**src/rtl/join_match_store_if.sv**
```systemverilog
// ============================================================================
//  Module   : join_match_store_if
//  Purpose  : Token-in / pair-out handshake bundle for join_match_store.
//             The slave modport is the match store's view, and the master
//             modport is the producer/consumer side.
//  Revision : 1.0  initial release
// ============================================================================
`default_nettype none

interface join_match_store_if #(
  parameter int TAG_W  = 18,
  parameter int DATA_W = 16
);
  // incoming operand token
  logic              in_valid;
  logic              in_ready;
  logic [TAG_W-1:0]  in_tag;
  logic              in_lr;
  logic [DATA_W-1:0] in_data;

  // fired operand pair
  logic              out_valid;
  logic              out_ready;
  logic [TAG_W-1:0]  out_tag;
  logic [DATA_W-1:0] out_data_l;
  logic [DATA_W-1:0] out_data_r;

  modport slave (
    input  in_valid, in_tag, in_lr, in_data, out_ready,
    output in_ready, out_valid, out_tag, out_data_l, out_data_r
  );

  modport master (
    output in_valid, in_tag, in_lr, in_data, out_ready,
    input  in_ready, out_valid, out_tag, out_data_l, out_data_r
  );
endinterface

`default_nettype wire

```
**src/rtl/join_match_store.sv**
```systemverilog
// ============================================================================
//  Module   : join_match_store
//  Purpose  : Dataflow join (matching) store. Incoming operand tokens either
//             pair with a waiting opposite-side token of the same tag and fire
//             a pair into a one-deep output register, or wait in a small
//             associative table of DEPTH entries.
//  Options  : JOIN_MATCH_STATS_EN - when defined, match_cnt counts fired pairs
//             (16-bit, wrapping); when undefined, match_cnt is constant 0.
//  Revision : 1.0  initial release
// ============================================================================
`default_nettype none

module join_match_store #(
  parameter int TAG_W  = 18,
  parameter int DATA_W = 16,
  parameter int DEPTH  = 4
) (
  input  wire                          cp,
  input  wire                          mr_n,
  join_match_store_if.slave            bus,
  output logic [$clog2(DEPTH+1)-1:0]   count,
  output logic                         full,
  output logic                         empty,
  output logic [15:0]                  match_cnt
);

  localparam int IDX_W = (DEPTH > 1) ? $clog2(DEPTH) : 1;
  localparam int CNT_W = $clog2(DEPTH+1);

  // waiting-operand table; only the valid bits carry reset
  logic [DEPTH-1:0]  ent_valid;
  logic [TAG_W-1:0]  ent_tag  [DEPTH];
  logic              ent_lr   [DEPTH];
  logic [DATA_W-1:0] ent_data [DEPTH];

  logic [CNT_W-1:0]  count_q;

  // output pair register
  logic              pair_valid;
  logic [TAG_W-1:0]  pair_tag;
  logic [DATA_W-1:0] pair_l;
  logic [DATA_W-1:0] pair_r;

  // lookup results
  logic              hit;
  logic [IDX_W-1:0]  hit_idx;
  logic [IDX_W-1:0]  free_idx;

  logic              out_free;
  logic              accept;
  logic              fire;
  logic              store;

  // Associative lookup: an entry hits on equal tag with the opposite side.
  // Scanning downwards leaves the lowest hitting index selected.
  always_comb begin
    hit     = 1'b0;
    hit_idx = '0;
    for (int i = DEPTH - 1; i >= 0; i--) begin
      if (ent_valid[i] && (ent_tag[i] == bus.in_tag) && (ent_lr[i] != bus.in_lr)) begin
        hit     = 1'b1;
        hit_idx = IDX_W'(i);
      end
    end
  end

  // Lowest-index invalid entry receives a stored token; only used when not full.
  always_comb begin
    free_idx = '0;
    for (int i = DEPTH - 1; i >= 0; i--) begin
      if (!ent_valid[i]) begin
        free_idx = IDX_W'(i);
      end
    end
  end

  // The output register can take a new pair if empty or being drained now.
  // A token is only accepted when it can complete: fire into a free output
  // register, or land in a free table slot (which also needs out_free so
  // that a blocked output stalls the whole input side uniformly).
  assign full     = (count_q == CNT_W'(DEPTH));
  assign empty    = (count_q == '0);
  assign out_free = !pair_valid || bus.out_ready;
  assign bus.in_ready = out_free && (hit || !full);
  assign accept   = bus.in_valid && bus.in_ready;
  assign fire     = accept && hit;
  assign store    = accept && !hit;

  // Valid bits: set on store into the free slot, cleared when a match consumes it.
  always_ff @(posedge cp or negedge mr_n) begin
    if (!mr_n) begin
      ent_valid <= '0;
    end else if (fire) begin
      ent_valid[hit_idx] <= 1'b0;
    end else if (store) begin
      ent_valid[free_idx] <= 1'b1;
    end
  end

  // Entry payload written on store; contents are don't-care while invalid.
  always_ff @(posedge cp) begin
    if (store) begin
      ent_tag[free_idx]  <= bus.in_tag;
      ent_lr[free_idx]   <= bus.in_lr;
      ent_data[free_idx] <= bus.in_data;
    end
  end

  // Occupancy tracks stores and matches; the two never coincide.
  always_ff @(posedge cp or negedge mr_n) begin
    if (!mr_n) begin
      count_q <= '0;
    end else if (store) begin
      count_q <= count_q + CNT_W'(1);
    end else if (fire) begin
      count_q <= count_q - CNT_W'(1);
    end
  end

  // Output pair register: load on fire (left operand is whichever side has lr=0),
  // otherwise drop the pair once the consumer takes it.
  always_ff @(posedge cp or negedge mr_n) begin
    if (!mr_n) begin
      pair_valid <= 1'b0;
      pair_tag   <= '0;
      pair_l     <= '0;
      pair_r     <= '0;
    end else if (fire) begin
      pair_valid <= 1'b1;
      pair_tag   <= bus.in_tag;
      if (bus.in_lr) begin
        pair_l <= ent_data[hit_idx];
        pair_r <= bus.in_data;
      end else begin
        pair_l <= bus.in_data;
        pair_r <= ent_data[hit_idx];
      end
    end else if (bus.out_ready) begin
      pair_valid <= 1'b0;
    end
  end

  assign bus.out_valid  = pair_valid;
  assign bus.out_tag    = pair_tag;
  assign bus.out_data_l = pair_l;
  assign bus.out_data_r = pair_r;
  assign count          = count_q;

`ifdef JOIN_MATCH_STATS_EN
  logic [15:0] fire_cnt;

  // Fired-pair statistics, wrapping at 16 bits.
  always_ff @(posedge cp or negedge mr_n) begin
    if (!mr_n) begin
      fire_cnt <= '0;
    end else if (fire) begin
      fire_cnt <= fire_cnt + 16'd1;
    end
  end

  assign match_cnt = fire_cnt;
`else
  assign match_cnt = 16'd0;
`endif

endmodule

`default_nettype wire

```
**src/flat_wrapper.sv**
```systemverilog
// flat-port wrapper written by rule: the top's interface ports become plain ports
module join_match_store_flat 
#(
  parameter int TAG_W  = 18,
  parameter int DATA_W = 16,
  parameter int DEPTH  = 4
)
  (cp, mr_n, count, full, empty, match_cnt, bus_in_valid, bus_in_tag, bus_in_lr, bus_in_data, bus_out_ready, bus_in_ready, bus_out_valid, bus_out_tag, bus_out_data_l, bus_out_data_r);
  join_match_store_if #(.TAG_W(TAG_W), .DATA_W(DATA_W)) bus_i ();
  input  wire cp;
  input  wire mr_n;
  output logic [$clog2(DEPTH+1)-1:0] count;
  output logic full;
  output logic empty;
  output logic [15:0] match_cnt;
  input wire logic [$bits(bus_i.in_valid)-1:0] bus_in_valid;
  input wire logic [$bits(bus_i.in_tag)-1:0] bus_in_tag;
  input wire logic [$bits(bus_i.in_lr)-1:0] bus_in_lr;
  input wire logic [$bits(bus_i.in_data)-1:0] bus_in_data;
  input wire logic [$bits(bus_i.out_ready)-1:0] bus_out_ready;
  output wire logic [$bits(bus_i.in_ready)-1:0] bus_in_ready;
  output wire logic [$bits(bus_i.out_valid)-1:0] bus_out_valid;
  output wire logic [$bits(bus_i.out_tag)-1:0] bus_out_tag;
  output wire logic [$bits(bus_i.out_data_l)-1:0] bus_out_data_l;
  output wire logic [$bits(bus_i.out_data_r)-1:0] bus_out_data_r;
  assign bus_i.in_valid = bus_in_valid;
  assign bus_i.in_tag = bus_in_tag;
  assign bus_i.in_lr = bus_in_lr;
  assign bus_i.in_data = bus_in_data;
  assign bus_i.out_ready = bus_out_ready;
  assign bus_in_ready = bus_i.in_ready;
  assign bus_out_valid = bus_i.out_valid;
  assign bus_out_tag = bus_i.out_tag;
  assign bus_out_data_l = bus_i.out_data_l;
  assign bus_out_data_r = bus_i.out_data_r;
  join_match_store #(.TAG_W(TAG_W), .DATA_W(DATA_W), .DEPTH(DEPTH)) u_core (.cp(cp), .mr_n(mr_n), .bus(bus_i), .count(count), .full(full), .empty(empty), .match_cnt(match_cnt));
endmodule
```
**config.mk**
```make
export PLATFORM = sky130hd
export DESIGN_NAME = join_match_store_flat
export DESIGN_NICKNAME = d
export VERILOG_FILES = /design/src/rtl/join_match_store_if.sv /design/src/rtl/join_match_store.sv /design/src/flat_wrapper.sv
export SDC_FILE = /design/constraint.sdc
export NUM_CORES = 1
export LEC_CHECK = 0
export BUFFER_PORTS_ARGS = -buffer_cell sky130_fd_sc_hd__buf_2
export CAP_MARGIN = 0
export CORE_MARGIN = 5
export CORE_UTILIZATION = 45
export DETAILED_ROUTE_END_ITERATION = 7
export HOLD_SLACK_MARGIN = 0.15
export PLACE_DENSITY = 0.77
export SYNTH_ARGS = -nofsm -noshare
export SYNTH_HDL_FRONTEND = slang
export SYNTH_SLANG_ARGS = --single-unit
```
**constraint.sdc**
```tcl
create_clock -name cp -period 6.7 [get_ports cp]
set_input_delay 1.005 -clock cp [delete_from_list [all_inputs] [get_ports cp]]
set_output_delay 1.005 -clock cp [all_outputs]
set_load 0.005 [all_outputs]
```
==> results of run 1 <==
==> power by group through the flow <==
stage               Combinational, mW  Sequential, mW  Clock, mW
floorplan                       0.171            1.42          0
global placement                0.247            1.42          0
detailed placement              0.254            1.43          0
CTS                             0.256            1.40       1.02
global route                    0.279            1.41       1.08
finish                          0.257            1.40       1.01
==> cell families after synthesis <==
group           synth area share (%)
simple gates                    11.5
other cells                   0.0435
buf+inv                         4.89
mux                            0.392
xor+xnor                        8.00
flops                           65.5
fa+ha+maj                      0.232
compound gates                  9.44
==> placed cells by master, fill, tap and decap left out, types with 2 or more instances in the layout <==
cell type	count
a22oi_1	3
clkbuf_8	3
clkbuf_16	17
nand4_1	24
nor4b_1	3
o31ai_1	27
o31a_1	2
nor4_1	16
xnor2_1	36
o31ai_2	3
clkinv_4	2
nand2b_1	2
inv_1	6
clkinvlp_4	2
dfrtp_1	58
a2111oi_0	24
nor3_1	5
edfxtp_1	140
conb_1	16
a22o_1	17
and2_1	16
buf_2	95
a2111oi_2	4
nand2_1	95
nor2_4	2
nor2_1	32
buf_4	7
nand3_1	6
a21oi_1	5
inv_6	4
xor2_1	41
==> worst max-delay path, cell delays in order <==
cell	delay, ns
buf_2	0.63
xor2_1	0.26
nand4_1	0.13
o31ai_1	0.81
o31a_1	0.24
buf_2	0.13
==> registers in the layout, summed over array words and instances (netlist names) <==
| register | cells |
|---|---|
| u_core.bus.out_data_l | 16 |
| u_core.ent_lr | 4 |
| u_core.ent_valid | 4 |
| u_core.ent_data | 64 |
| u_core.ent_tag | 72 |
| u_core.count | 3 |
| u_core.bus.out_data_r | 16 |
| u_core.bus.out_tag | 18 |
| u_core.bus.out_valid | 1 |
==> cell type report <==
cell class	count	area [µm²]	share of cell area [%]
Timing Repair Buffer	102	528	5.43
Inverter	6	22.5	0.232
Clock buffer	21	470	4.84
Multi-Input combinational cell	400	2640	27.1
Clock inverter	11	114	1.17
Tap cell	234	293	3.01
Sequential cell	198	5660	58.2
==> Yosys cell counts (all sizes together), types with 2 or more instances <==
library cell and count:
o21ai 2, edfxtp 140, a21oi 6, a22oi 3, dfrtp 58, nor4b 3, nand4 24, o31a 2
xnor2 37, o21a 2, a22o 17, o31ai 31, buf 45, and2 16, a2111oi 28, nor3 6
nand3 6, xor2 41, clkbuf 15, nand2b 2, nor2 34, inv 6, nand2 95, nor4 16
==> metal layers <==
layer / GRT usage [%] / vias to the layer above
li1: - / 2505
met3: 3.90 / 34
met5: 0 / -
met2: 28.4 / 216
met4: 5.91 / 2
met1: 23.9 / 2682
==> path summary, 6_finish.rpt <==
path,startpoint,end,slack [ns],depth (start not counted)
max reg2reg,u_core.ent_tag[0][8],u_core.count[1],3.48,10
min reg2reg,u_core.bus.out_tag[2],u_core.bus.out_tag[2],0.47,2
max,bus_in_lr,bus_in_ready,2.48,6
max in group asynchronous,mr_n,u_core.bus.out_data_l[7],5.42,2
min,u_core.bus.out_tag[2],u_core.bus.out_tag[2],0.47,2
min in group asynchronous,mr_n,u_core.bus.out_tag[12],0.72,2
==> flow_metrics.tcl, run 1 <==
set metrics [dict create \
    cts.sinks 198 \
    fin_ws_ns 2.48 \
    period_share_pct 63.0 \
    wl_met2_mm 9.21 \
    crit_path_end_kind "output port" \
    relSlewSlack_pct 22.1 \
    antenna_cells 0 \
    async_reset_ff_share_pct 29.3 \
    detail-route-antenna-nets 0 \
    timing.fmax_mhz 237 \
    peakVddDrop_uv 187 \
    power_per_cell_area_nw_per_um2 275 \
    fin_cells 972 \
    dr.pass1.iters 5 \
    clk_latency_ns 0.43 \
    post_route_cells_drive_above_1_share_pct 20.5 \
    m1WireLength_mm 7.93 \
    p_comb_share_pct 9.6 \
    setup_viol 0 \
    finalCriticalPeriod_ns 4.22 \
    cts_tree "built" \
    cts_buffers 17 \
    syn_area_um2 8630 \
    fin_util_pct 51.8 \
    fin_setup_tns_ns 0 \
    postSynthAreaPerCell_um2 13.3 \
    clockPowerShare_pct 37.9 \
    vias_per_cell 5.60 \
    fin_nets 765 \
    drtIter0Drc 522 \
    drv_slew 0 \
    drt-wirelength-per-cell_um 19.5 \
    place_ws_ns 2.42 \
    rsz0062_at_grt "false" \
    grt_pass1_vias 5246 \
    cts_hold_buffers 0 \
    hold_class "reg2reg" \
    place_area_um2 9140 \
    cts.clk_slew.worst_paths_ns 0.07 \
    drc 0 \
    post_cts_buffers 0 \
    grt_start_max_net_pins 66 \
    tightestPinTransition_ns 1.17 \
    gp_congestion 0.893 \
    yosysWarnings 0 \
    gr-usage-all-layers_pct 17.6 \
    p_total_mw 2.67 \
    worstSetupPathType "in2out" \
    final_area_um2 9720 \
    die_width_um 148 \
    syn_to_final_growth_pct 12.7 \
    cp_data_arrival_time_ns 3.22 \
    fill_cells 1551 \
    yosysTopAreaCell "edfxtp_1" \
    hold_violations 0 \
    top_layer "met5" \
    wl_mm 19.0 \
    die_area_um2 22000 \
    clock_path_buffers 2 \
    htreeDepth 4 \
    ctsResizeCount 0 \
    row_count 50 \
    place_inst 940 \
    crit_fanout 41 \
    synth_area_leaders "edfxtp_1 49%, dfrtp_1 17%, xor2_1 4.2%" \
    p_leak_nw 3.77 \
    die_h_um 148 \
    fp.coreArea_um2 18800 \
    wl_met3_mm 1.44 \
    seq_area_frac_synth_pct 65.5 \
    worstPathRequired_ns 5.69 \
    status "finished clean" \
    synth-edff-count 140 \
    pin_count 112 \
    io_buffers 95 \
    switchingPower_mw 0.652 \
    synthDistinctLibCells 46 \
    num_vias 5439 \
    syn_inst 649 \
    dpl.hpwl_mm 12.3 \
    critical_path.startpoint_type "input pin" \
    finClkSkew_ns 0.00566 \
    grt-ovfl-total 0 \
    cap_viol_max_count 0 \
    synth_top_area_share_pct 48.7 \
    cts_root_buffer "clkbuf_16" \
    grt_pass1_wl_mm 29.9 \
    fin_hold_ws_ns 0.468 \
    antenna_found_initial 1 \
    ys.flop_type "edfxtp_1" \
    seq_power_share_pct 52.5 \
    sw_frac_of_total_pct 24.4 \
    start_util_pct 46.0 \
    ys_ff_latch 198 \
    p_int_mw 2.02 \
]
Note: power is estimated with default switching activity, not from simulation.
==> run 2, diff against run 1 <==
==> constraint.sdc (replaced) <==
create_clock -name cp -period 3.9 [get_ports cp]
set_input_delay 0.585 -clock cp [delete_from_list [all_inputs] [get_ports cp]]
set_output_delay 0.585 -clock cp [all_outputs]
set_load 0.005 [all_outputs]
==> flow_metrics.tcl, run 2 (synthesis results as in run 1) <==
set metrics [dict create \
    status "finished clean" \
    die_area_um2 22000 \
    pin_count 112 \
    ctsResizeCount 0 \
    switchingPower_mw 1.08 \
    htreeDepth 4 \
    dr.pass1.iters 5 \
    grt-ovfl-total 0 \
    critical_path.startpoint_type "flop" \
    rsz0062_at_grt "false" \
    p_total_mw 4.58 \
    crit_fanout 4 \
    num_vias 5401 \
    regToRegSetupSlack_ns 0.75 \
    largest_register_ffs 72 \
    fin_util_pct 52.3 \
    p_leak_nw 3.81 \
    cp_cell_sequence "xor2_1 > nor4_1 > nand2_1 > or4_4 > o31ai_4 > buf_4 > o31a_1 > buf_2" \
    cts_tree "built" \
    start_util_pct 46.0 \
    relSlewSlack_pct 25.9 \
    finalCriticalPeriod_ns 3.24 \
    p_int_mw 3.50 \
    grt_pass1_vias 5460 \
    dpl.hpwl_mm 12.9 \
    power_per_cell_area_nw_per_um2 467 \
    finClkSkew_ns 0.0161 \
    peakVddDrop_uv 366 \
    sw_frac_of_total_pct 23.6 \
    gr-usage-all-layers_pct 17.6 \
    mostFrequentLayoutCells "140 x edfxtp_1, 95 x nand2_1, 95 x buf_2" \
    drc 0 \
    post_route_cells_drive_above_1_share_pct 21.0 \
    io_buffers 95 \
    clockPowerShare_pct 37.8 \
    post_cts_buffers 0 \
    fin_ws_ns 0.665 \
    p_comb_share_pct 9.7 \
    drtIter0Drc 502 \
    drv_slew 0 \
    cts.sinks 198 \
    gp_congestion 0.915 \
    timing.fmax_mhz 309 \
    slowest_delay_ns 0.50 \
    drt-wirelength-per-cell_um 19.4 \
    vias_per_cell 5.51 \
    hold_class "in2async" \
    place_ws_ns 0.358 \
    syn_to_final_growth_pct 13.7 \
    final_common_cell "edfxtp_1" \
    worstSetupPathType "reg2out" \
    antenna_found_initial 2 \
    cts_buffers 17 \
    row_count 50 \
    hold_violations 0 \
    grt_pass1_wl_mm 30.1 \
    die_h_um 148 \
    seq_power_share_pct 52.6 \
    crit_slowest_cell "or4_4" \
    cap_viol_max_count 0 \
    tightestPinTransition_ns 1.11 \
    grt_start_max_net_pins 45 \
    cts_root_buffer "clkbuf_16" \
    cp_data_arrival_time_ns 2.65 \
    crit_path_end_kind "output port" \
    worstPathRequired_ns 3.31 \
    clock_path_buffers 2 \
    fp.coreArea_um2 18800 \
    cts.clk_slew.worst_paths_ns 0.07 \
    wl_mm 19.1 \
    setup_viol 0 \
    period_share_pct 83.0 \
    cts_hold_buffers 0 \
    die_width_um 148 \
    detail-route-antenna-nets 0 \
    clk_latency_ns 0.43 \
    top_register "u_core.ent_tag" \
    fin_nets 773 \
]
## run 2: worst max-delay path: cells and delay by family (launching register included)
| family | cells | cell delay (ns) |
|---|---|---|
| DFF | 1 | 0.37 |
| buffers and inverters | 2 | 0.31 |
| and+or+nand+nor | 3 | 0.90 |
| xor gates and xnor gates | 1 | 0.20 |
| AOI/OAI and AO/OA | 2 | 0.44 |
## run 2: layer usage
layer | track usage (%) | part of all wire (%)
met1 | 24.0 | 45
met5 | 0 | 0.037
met2 | 27.8 | 47
met3 | 3.90 | 6.2
met4 | 6.65 | 2.5
## run 2: cell type report
class / instances / area [µm²]
Sequential cell: 198 / 5660
Timing Repair Buffer: 110 / 601
Inverter: 6 / 22.5
Tap cell: 234 / 293
Fill cell: 1553 / 8960
Clock buffer: 21 / 460
Clock inverter: 11 / 124
Multi-Input combinational cell: 400 / 2650
Antenna cell: 1 / 2.50
## run 2: final timing paths
kind | start | end | cells after the start
setup reg to reg | u_core.ent_tag[1][4] | u_core.bus.out_data_r[2] | 8
setup / recovery | u_core.ent_tag[0][6] | bus_in_ready | 8
max in group asynchronous | mr_n | u_core.bus.out_tag[2] | 2
hold / removal | mr_n | u_core.bus.out_tag[11] | 1
min in group cp | bus_in_data[0] | u_core.ent_data[2][0] | 1
hold reg to reg | u_core.bus.out_tag[5] | u_core.bus.out_tag[5] | 2
## run 2: power groups by stage
stage / Clock [mW] / Combinational (mW) / Sequential, mW
after floorplan: 0 / 0.297 / 2.44
after global placement: 0 / 0.434 / 2.45
after detailed placement: 0 / 0.443 / 2.46
after CTS: 1.76 / 0.445 / 2.41
after global routing: 1.85 / 0.485 / 2.42
final: 1.73 / 0.443 / 2.41
## run 2: through the flow
stage	cells	hold slack, ns	area [µm²]	TNS [ns]
after global routing	981	0.399	9810	0
final	981	0.329	9810	0
after detailed placement	948	0.456	9220	0
after global placement	948	0.454	9220	0
after CTS	980	0.380	9810	0
after floorplan	664	0.289	8700	-9.88
